## config.mk

```make
export PLATFORM = sky130hd
export DESIGN_NAME = arbitro_seletor6_flat
export DESIGN_NICKNAME = d
export VERILOG_FILES = /design/src/rtl/mux6_pkg.sv /design/src/rtl/arbitro_seletor6_if.sv /design/src/rtl/prioridade6.sv /design/src/rtl/arbitro_seletor6.sv /design/src/flat_wrapper.sv
export SDC_FILE = /design/constraint.sdc
export NUM_CORES = 1
export LEC_CHECK = 0
export ABC_CLOCK_PERIOD_IN_PS = 2680
export CAP_MARGIN = 20
export CORE_MARGIN = 4
export CORE_UTILIZATION = 54
export CTS_BUF_LIST = sky130_fd_sc_hd__clkbuf_16
export DETAILED_ROUTE_END_ITERATION = 10
export PLACE_DENSITY = 0.82
export RECOVER_POWER = 25
export SETUP_SLACK_MARGIN = 0.2
export SLEW_MARGIN = 30
export SYNTH_ARGS = -nofsm -noshare
export SYNTH_HDL_FRONTEND = slang
export SYNTH_SLANG_ARGS = --single-unit
```

## constraint.sdc

```tcl
create_clock -name clock -period 2.68 [get_ports clock]
set_input_delay 0.402 -clock clock [delete_from_list [all_inputs] [get_ports clock]]
set_output_delay 0.402 -clock clock [all_outputs]
set_load 0.005 [all_outputs]
```

## src/rtl/mux6_pkg.sv

```systemverilog
// mux6_pkg: shared constants for the six-input mux selector interface.
// Holds the sparse selector codes, the index-to-code lookup, the arbiter
// state enum and the number of inputs.
package mux6_pkg;

  localparam int N_ENTRADAS = 6;

  localparam logic [3:0] SEL_ENTRADA1 = 4'b0000;
  localparam logic [3:0] SEL_ENTRADA2 = 4'b0001;
  localparam logic [3:0] SEL_ENTRADA3 = 4'b0010;
  localparam logic [3:0] SEL_ENTRADA4 = 4'b0110;
  localparam logic [3:0] SEL_ENTRADA5 = 4'b0111;
  localparam logic [3:0] SEL_ENTRADA6 = 4'b1100;

  typedef enum logic {
    OCIOSO    = 1'b0,
    CONCEDIDO = 1'b1
  } estado_t;

  // Index-to-code lookup; out-of-range indices fall back to entrada1's code
  // so no code outside the table can ever be produced.
  function automatic logic [3:0] codigo_seletor(input logic [2:0] indice);
    logic [3:0] codigo;
    case (indice)
      3'd0:    codigo = SEL_ENTRADA1;
      3'd1:    codigo = SEL_ENTRADA2;
      3'd2:    codigo = SEL_ENTRADA3;
      3'd3:    codigo = SEL_ENTRADA4;
      3'd4:    codigo = SEL_ENTRADA5;
      3'd5:    codigo = SEL_ENTRADA6;
      default: codigo = SEL_ENTRADA1;
    endcase
    return codigo;
  endfunction

endpackage

```

## src/rtl/arbitro_seletor6_if.sv

```systemverilog
// arbitro_seletor6_if: request/grant/selector bundle between the six
// requesters and the arbiter. The arbiter is the slave side: it receives
// requests and the release strobe and drives the selector and grant.
interface arbitro_seletor6_if;

  logic [5:0] requisicao;
  logic       liberar;
  logic [3:0] seletor;
  logic [5:0] concessao;
  logic       concedido;

  modport slave (
    input  requisicao,
    input  liberar,
    output seletor,
    output concessao,
    output concedido
  );

  modport master (
    output requisicao,
    output liberar,
    input  seletor,
    input  concessao,
    input  concedido
  );

endinterface

```

## src/rtl/prioridade6.sv

```systemverilog
// prioridade6: combinational rotating-priority picker. Starting at the
// pointer and searching upward modulo six, the first raised request wins.
module prioridade6
  import mux6_pkg::*;
(
  input  logic [5:0] requisicao,
  input  logic [2:0] ponteiro,
  output logic [5:0] vencedor,
  output logic [2:0] indice,
  output logic       algum
);

  // Scan the six positions in priority order and keep the first hit.
  always_comb begin
    logic       achou;
    logic [2:0] cand;
    vencedor = '0;
    indice   = '0;
    achou    = 1'b0;
    cand     = '0;
    for (int i = 0; i < N_ENTRADAS; i++) begin
      cand = 3'((int'(ponteiro) + i) % N_ENTRADAS);
      if (!achou && requisicao[cand]) begin
        achou          = 1'b1;
        indice         = cand;
        vencedor[cand] = 1'b1;
      end
    end
  end

  assign algum = |requisicao;

endmodule

```

## src/rtl/arbitro_seletor6.sv

```systemverilog
// arbitro_seletor6: round-robin arbiter and encoder producing the sparse
// 4-bit selector code for mux6_1. A grant is held until liberar, until the
// granted request drops, or until HOLD_MAX cycles have elapsed, and every
// grant is followed by one idle cycle.
// Configuration macro: ARBITRO_ROUND_ROBIN_EN (defined = rotating priority,
// undefined = fixed priority with entrada1 highest).
module arbitro_seletor6
  import mux6_pkg::*;
#(
  parameter int unsigned HOLD_MAX = 8
) (
  input  logic                  clock,
  input  logic                  reset_n,
  arbitro_seletor6_if.slave     bus
);

  localparam logic       TEMPO_ATIVO = (HOLD_MAX != 0);
  localparam logic [7:0] LIMITE      = (HOLD_MAX == 0) ? 8'd0 : 8'(HOLD_MAX - 1);

  estado_t    estado;
  logic [2:0] ponteiro;
  logic [7:0] contador;
  logic [3:0] seletor_q;
  logic [5:0] concessao_q;
  logic       concedido_q;

  logic [5:0] vencedor;
  logic [2:0] indice_venc;
  logic       algum;
  logic       pedido_caiu;
  logic       tempo_esgotado;
  logic       liberacao;
  logic [2:0] proximo_ponteiro;

  prioridade6 u_prioridade (
    .requisicao (bus.requisicao),
    .ponteiro   (ponteiro),
    .vencedor   (vencedor),
    .indice     (indice_venc),
    .algum      (algum)
  );

  assign pedido_caiu    = (bus.requisicao & concessao_q) == 6'b000000;
  assign tempo_esgotado = TEMPO_ATIVO && (contador == LIMITE);
  assign liberacao      = bus.liberar || pedido_caiu || tempo_esgotado;

`ifdef ARBITRO_ROUND_ROBIN_EN
  // Pointer after a release is the position just above the current holder.
  function automatic logic [2:0] ponteiro_apos(input logic [5:0] grant);
    logic [2:0] prox;
    case (grant)
      6'b000001: prox = 3'd1;
      6'b000010: prox = 3'd2;
      6'b000100: prox = 3'd3;
      6'b001000: prox = 3'd4;
      6'b010000: prox = 3'd5;
      default:   prox = 3'd0;
    endcase
    return prox;
  endfunction

  assign proximo_ponteiro = ponteiro_apos(concessao_q);
`else
  assign proximo_ponteiro = 3'd0;
`endif

  // Grant FSM with pointer, saturating hold counter and registered outputs.
  always_ff @(posedge clock or negedge reset_n) begin
    if (!reset_n) begin
      estado      <= OCIOSO;
      ponteiro    <= 3'd0;
      contador    <= 8'd0;
      seletor_q   <= SEL_ENTRADA1;
      concessao_q <= 6'b000000;
      concedido_q <= 1'b0;
    end else begin
      case (estado)
        OCIOSO: begin
          if (algum) begin
            estado      <= CONCEDIDO;
            seletor_q   <= codigo_seletor(indice_venc);
            concessao_q <= vencedor;
            concedido_q <= 1'b1;
            contador    <= 8'd0;
          end
        end
        CONCEDIDO: begin
          if (liberacao) begin
            estado      <= OCIOSO;
            concessao_q <= 6'b000000;
            concedido_q <= 1'b0;
            ponteiro    <= proximo_ponteiro;
          end else if (contador != 8'hFF) begin
            contador <= contador + 8'd1;
          end
        end
        default: begin
          estado <= OCIOSO;
        end
      endcase
    end
  end

  assign bus.seletor   = seletor_q;
  assign bus.concessao = concessao_q;
  assign bus.concedido = concedido_q;

endmodule
```

## src/flat_wrapper.sv

```systemverilog
// flat-port wrapper written by rule: the top's interface ports become plain ports
module arbitro_seletor6_flat import mux6_pkg::*;
#(
  parameter int unsigned HOLD_MAX = 8
)
  (clock, reset_n, bus_requisicao, bus_liberar, bus_seletor, bus_concessao, bus_concedido);
  arbitro_seletor6_if bus_i ();
  input  logic clock;
  input  logic reset_n;
  input wire logic [$bits(bus_i.requisicao)-1:0] bus_requisicao;
  input wire logic [$bits(bus_i.liberar)-1:0] bus_liberar;
  output wire logic [$bits(bus_i.seletor)-1:0] bus_seletor;
  output wire logic [$bits(bus_i.concessao)-1:0] bus_concessao;
  output wire logic [$bits(bus_i.concedido)-1:0] bus_concedido;
  assign bus_i.requisicao = bus_requisicao;
  assign bus_i.liberar = bus_liberar;
  assign bus_seletor = bus_i.seletor;
  assign bus_concessao = bus_i.concessao;
  assign bus_concedido = bus_i.concedido;
  arbitro_seletor6 #(.HOLD_MAX(HOLD_MAX)) u_core (.clock(clock), .reset_n(reset_n), .bus(bus_i));
endmodule
```

==> results.yml, run 1 <==
run_status:
  status: "finished clean"
clock_tree:
  tritoncts: "built"
  cts_setup_buffers: 0
  holdBufCountCts: 0
  clk_pin_slew_ns: 0.05
  clk_path_buf_depth: 2
  clk-insertion-delay-late_ns: 0.25
  cts_root_buf: "clkbuf_16"
  numClockSinks: 20
  cts_max_level: 1
  cts_resized: 0
  numCtsBuffers: 3
floorplanning:
  start_util_pct: 59.7
  die_y_um: 52.6
  io_pins: 20
  rows: 15
  core_mm2: 0.00180
  die_width_um: 52.6
  fp.dieArea_mm2: 0.00277
sta:
  max_slew_margin_pct: 30.4
  period_needed_ns: 2.02
  finalSetupTns_ns: 0
  fin_ws_ns: 0.656
  final-setup-viol-count: 0
  finalCritPeriodShare_pct: 75.5
  max_freq_ghz: 0.494
  finalHoldViolCount: 0
  worst_pin_slew_ns: 1.04
  clock_skew_ns: 0.00128
  maxSlewViolCount: 0
  rsz0062_at_grt: "false"
drt:
  drt_wl_total_mm: 2.55
  routedWlPerCell_um: 16.5
  ant_nets: 0
  initialDrtViolationCount: 27
  drtPass1Iterations: 4
  vias: 937
  drc: 0
  avgViaCountPerCell: 6.08
synthesis:
  yosysUniqueCellTypes: 38
  syn_area_per_cell_um2: 9.96
  netlist_area_mm2: 0.00108
  synth_cells: 108
  yosysWarnings: 0
  synth_edf_count: 0
  synth-async-reset-ratio_pct: 100
  synth.net_count: 118
  ys_ff_latch: 20
  yosysSeqAreaShare_pct: 46.5
  synth_ff_type: "dfrtp_1"
layout:
  antennaDiodeCount: 0
  nNetsFinal: 140
  area_growth_pct: 24.8
  n_fill_cell: 135
  drive_gt1_share_pct: 9.30
grt:
  antenna_found_initial: 0
  grt_max_degree: 23
  grt_pass1_wl_mm: 4.42
  overflow: 0
  grt_pass1_vias: 974
  grtUsageTotal_pct: 22.0
setup_path:
  worstSetupEndpointType: "flip-flop"
  worstPathArrival_ns: 2.20
  worst-setup-path-type: "reg2reg"
  r2r_setup_slack_ns: 0.66
  cp-start-kind: "flip-flop"
  r2r_start: "u_core.contador[0]"
  cp.required_ns: 2.86
  critPathMaxFanout: 13
  r2r-end: "u_core.contador[6]"
  r2r_cells: 6
placed_design:
  dp_slack_ns: 0.485
  numPortBuffers: 19
  gp_congestion: 0.830
  hpwl_mm: 1.79
worst_hold_path:
  hp-class: "in2async"
power_and_ir_drop:
  leakage_nw: 0.542
  p_per_area_mw_per_mm2: 774
  ir_drop_v: 0.000575
flow_run:
  cap_viol_max_count: 0
==> per-layer routing <==
metal	vias up	global-route usage [%]	routed length, µm
met1	459	25.5	1070
met2	32	38.6	1280
met3	2	6.84	168
li1	444	-	-
met4	0	5.96	26
met5	-	0	0
==> stage by stage <==
step | power [mW] | std cells | utilization [%] | hold WS [ns] | cell area (µm²)
final | 1.04 | 154 | 74.5 | 0.311 | 1340
after global routing | 1.10 | 154 | 74.5 | 0.409 | 1340
after CTS | 1.05 | 154 | 74.9 | 0.482 | 1350
after detailed placement | 0.735 | 150 | 70.5 | 0.469 | 1270
after global placement | 0.721 | 150 | 70.5 | 0.465 | 1270
after floorplan | 0.608 | 108 | - | 0.106 | 1080
==> state kept, by name (all words and copies together) (netlist names) <==
name                  cells
u_core.bus.concessao      6
u_core.contador           8
u_core.bus.concedido      1
u_core.bus.seletor        4
u_core.estado             1
==> report_power, final <==
| group | internal [mW] | total, mW | switching, mW |
|---|---|---|---|
| sequential | 0.361 | 0.447 | 0.0867 |
| combinational | 0.161 | 0.282 | 0.120 |
| clock | 0.199 | 0.310 | 0.111 |
| total | 0.721 | 1.04 | 0.318 |
==> cell usage after synthesis (2+ instances only) <==
library cell  number  area share, %
a21oi_1            5            2.3
nand2_1           13            4.5
or3_1              2            1.2
nor3_1             2           0.93
and3_1             2            1.2
nand3_2            2            1.9
nand3_1            4            1.9
nor2b_1            2            1.2
o211ai_1           2            1.4
nor2_1             4            1.4
clkbuf_8           2            2.6
a22oi_1            5            3.5
o22ai_1            6            3.5
o21ai_0            5            2.3
o22a_1             2            1.6
inv_1              5            1.7
dfrtp_1           20             47
o31ai_1            4            2.8
mux2i_1            2            1.9
==> worst max path at each step <==
stage                            start                  to  slack (ns)  depth (start not counted)
finish              u_core.contador[0]  u_core.contador[6]        0.66                          6
global route        u_core.contador[0]  u_core.contador[6]        0.54                          6
CTS                 u_core.contador[0]  u_core.contador[6]        0.66                          6
detailed placement   bus_requisicao[4]  u_core.contador[2]        0.49                          7
global placement     bus_requisicao[4]  u_core.contador[5]        0.52                          7
floorplan           u_core.contador[0]  u_core.contador[6]         1.0                          6
==> worst max-delay path, stage by stage, from the launching register on <==
cell and delay, ns:
dfrtp_1 0.41, ha_1 0.25, and2_1 0.22, a31oi_4 0.19, nand3_2 0.26, or4_1 0.46, a21oi_1 0.15
==> cell type report <==
type                    instances  area (µm²)  area share, %
well taps                      25        31.3           2.33
inverters                       5        18.8           1.40
repair buffers                 22         206           15.4
clock buffers                   3        75.1           5.59
clock inverters                 1        3.75          0.280
multi-input cells              78         507           37.7
flip-flops and latches         20         500           37.3
==> cells by family after synthesis <==
group,share of synthesized area (%)
AO/OA/AOI/OAI,24.7
AND/OR/NAND/NOR,18.6
flip-flops,46.5
buffers and inverters,6.40
multiplexers,1.86
XOR/XNOR,0.814
adder cells (fa/ha/maj),1.16
==> placed cells by master (no fill, tap or decap), types with 2 or more instances in the layout <==
cell type,count
buf_4,3
dfrtp_1,20
or3_1,2
clkdlybuf4s50_1,18
nor2_1,4
a22oi_1,5
nor3_1,2
o31ai_1,4
mux2i_1,2
o22ai_1,6
nor2b_1,2
a21oi_1,5
nand2_1,13
o22a_1,2
inv_1,5
nand3_1,4
and3_1,2
clkbuf_16,3
o211ai_1,2
nand3_2,2
o21ai_0,5
(Power assumes the default switching activity.)
==> run 2, diff against run 1 <==
ABC_CLOCK_PERIOD_IN_PS = 1800   (was 2680)
CORE_UTILIZATION = 45   (was 54)
PLACE_DENSITY = 0.73   (was 0.82)
clock period = 1.8 ns   (was 2.68 ns; I/O delays follow)
==> run 2 against run 1 <==
Against the previous run:
- non-clock buffer count up 18
- power is 58% higher
- wire length is 3.6% higher
- global-route usage decreased by 4.0 points
- combinational power is 100% higher
- maximum frequency grew 22%
- first-iteration DRC count decreased by 59%
- sequential cell count did not move
==> results.yml, run 2 (same netlist as run 1, synthesis figures left out) <==
power_and_ir_drop:
  leakage_nw: 0.655
  ir_drop_v: 0.000723
  p_per_area_mw_per_mm2: 1060
layout:
  fin_cells: 174
  final_cell_mix: "buf_4 (20), dfrtp_1 (20), clkdlybuf4s50_1 (15), nand2_1 (12), o22ai_1 (6)"
  antennaDiodeCount: 0
  area_growth_pct: 43.3
  regMostFlops: "u_core.contador"
  drive_gt1_share_pct: 24.7
  largest_register_ffs: 8
  nNetsFinal: 158
clock_tree:
  cts_root_buf: "clkbuf_16"
  numClockSinks: 20
  cts_max_level: 1
  clk_path_buf_depth: 2
  holdBufCountCts: 0
  tritoncts: "built"
  clk-insertion-delay-late_ns: 0.25
  numCtsBuffers: 3
  clk_pin_slew_ns: 0.05
drt:
  avgViaCountPerCell: 5.61
  routedWlPerCell_um: 15.2
  initialDrtViolationCount: 11
  drt_wl_total_mm: 2.64
  drc: 0
  vias: 977
  drtPass1Iterations: 4
  ant_nets: 0
placed_design:
  hpwl_mm: 1.92
  dp.cells: 166
  dp_slack_ns: -0.162
  gp_congestion: 0.872
  numPortBuffers: 19
sta:
  whs_ns: 0.479
  max_freq_ghz: 0.605
  clock_skew_ns: 0.00223
  worst_pin_slew_ns: 1.09
  rsz0062_at_grt: "true"
  finalHoldViolCount: 0
  fin_ws_ns: 0.146
  maxSlewViolCount: 0
  period_needed_ns: 1.65
  max_slew_margin_pct: 27.2
  finalCritPeriodShare_pct: 91.9
  final-setup-viol-count: 0
setup_path:
  critPathBufInv: 0
  worstPathCellList: "ha_4 -> and2_4 -> a31oi_4 -> nand3_4 -> or4_1 -> a21oi_1"
  critical_path.top_delay_family: "simple AND/OR/NAND/NOR gates"
  cp.required_ns: 1.98
  critPathMaxFanout: 6
  slowest_delay_ns: 0.41
  worstPathArrival_ns: 1.83
  slowest_stage: "dfrtp_1"
  worstSetupEndpointType: "flip-flop"
  worst-setup-path-type: "reg2reg"
  cp-start-kind: "flip-flop"
flow_run:
  cap_viol_max_count: 0
floorplanning:
  fp.dieArea_mm2: 0.00324
  rows: 17
  start_util_pct: 47.7
  io_pins: 20
  die_y_um: 56.9
  die_width_um: 56.9
  core_mm2: 0.00225
grt:
  grt_pass1_vias: 1042
  grt_max_degree: 21
  grtUsageTotal_pct: 18.0
  overflow: 0
  antenna_found_initial: 0
  grt_pass1_wl_mm: 4.65
run_status:
  status: "finished clean"
worst_hold_path:
  hp-class: "reg2reg"
[run 2: cell count changes in the layout (fill, tap and decap cells not counted), sizes merged]
cell | previous run | this run
buf | 3 | 20
clkdlybuf4s15 | 0 | 1
dlygate4sd3 | 0 | 1
dlymetal6s2s | 0 | 2
clkinv | 1 | 0
clkdlybuf4s50 | 18 | 15
[run 2: metal layers]
layer  GRT usage, %  wire length [µm]  up-vias
met1           20.7              1150      472
met4           7.95                49        0
li1               -                 -      477
met3           4.14                97        7
met2           31.6              1340       21
met5              0                 0        -
[run 2: cell type report]
type / instances / area (µm²)
Tap cell: 28 / 35.0
Multi-Input combinational cell: 78 / 563
Fill cell: 184 / 713
Timing Repair Buffer: 40 / 349
Clock buffer: 3 / 75.1
Inverter: 5 / 18.8
Sequential cell: 20 / 500
[run 2: worst register-to-register path, stage by stage, from the launching register on]
cell and delay, ns:
dfrtp_1 0.41, ha_4 0.18, and2_4 0.16, a31oi_4 0.18, nand3_4 0.12, or4_1 0.41, a21oi_1 0.13
[run 2: where the power goes]
group | internal, mW | switching, mW | leakage (nW)
sequential | 0.538 | 0.0753 | 0.268
clock | 0.293 | 0.153 | 0.0370
combinational | 0.315 | 0.263 | 0.350
[run 2: path summary, 6_finish.rpt]
| path | start | endpoint | slack, ns | cells after the start |
|---|---|---|---|---|
| max | u_core.contador[1] | u_core.contador[6] | 0.15 | 6 |
| min | u_core.bus.seletor[0] | u_core.bus.seletor[0] | 0.48 | 2 |
| max reg2reg | u_core.contador[1] | u_core.contador[6] | 0.15 | 6 |
| min reg2reg | u_core.bus.seletor[0] | u_core.bus.seletor[0] | 0.48 | 2 |
| max in group asynchronous | reset_n | u_core.contador[0] | 0.41 | 2 |
| min in group asynchronous | reset_n | u_core.contador[2] | 0.74 | 2 |
[run 2: what timing repair did]
| item | in CTS | in global routing |
|---|---|---|
| endpoints found under the setup margin | 17 | 17 |
| endpoints found under the hold margin | 0 | 0 |
| pin swaps | 5 | 5 |
| setup buffers | 3 | 2 |
| gates resized for setup | 8 | 6 |
[run 2: metrics by stage]
step | power [mW] | cell area (µm²) | setup TNS, ns | utilization (%)
finish | 1.64 | 1540 | 0 | 68.4
floorplan | 0.906 | 1080 | 0 | -
CTS | 1.65 | 1510 | 0 | 67.1
global route | 1.73 | 1540 | 0 | 68.4
global placement | 1.16 | 1380 | -0.965 | 61.0
detailed placement | 1.16 | 1380 | -1.87 | 61.0
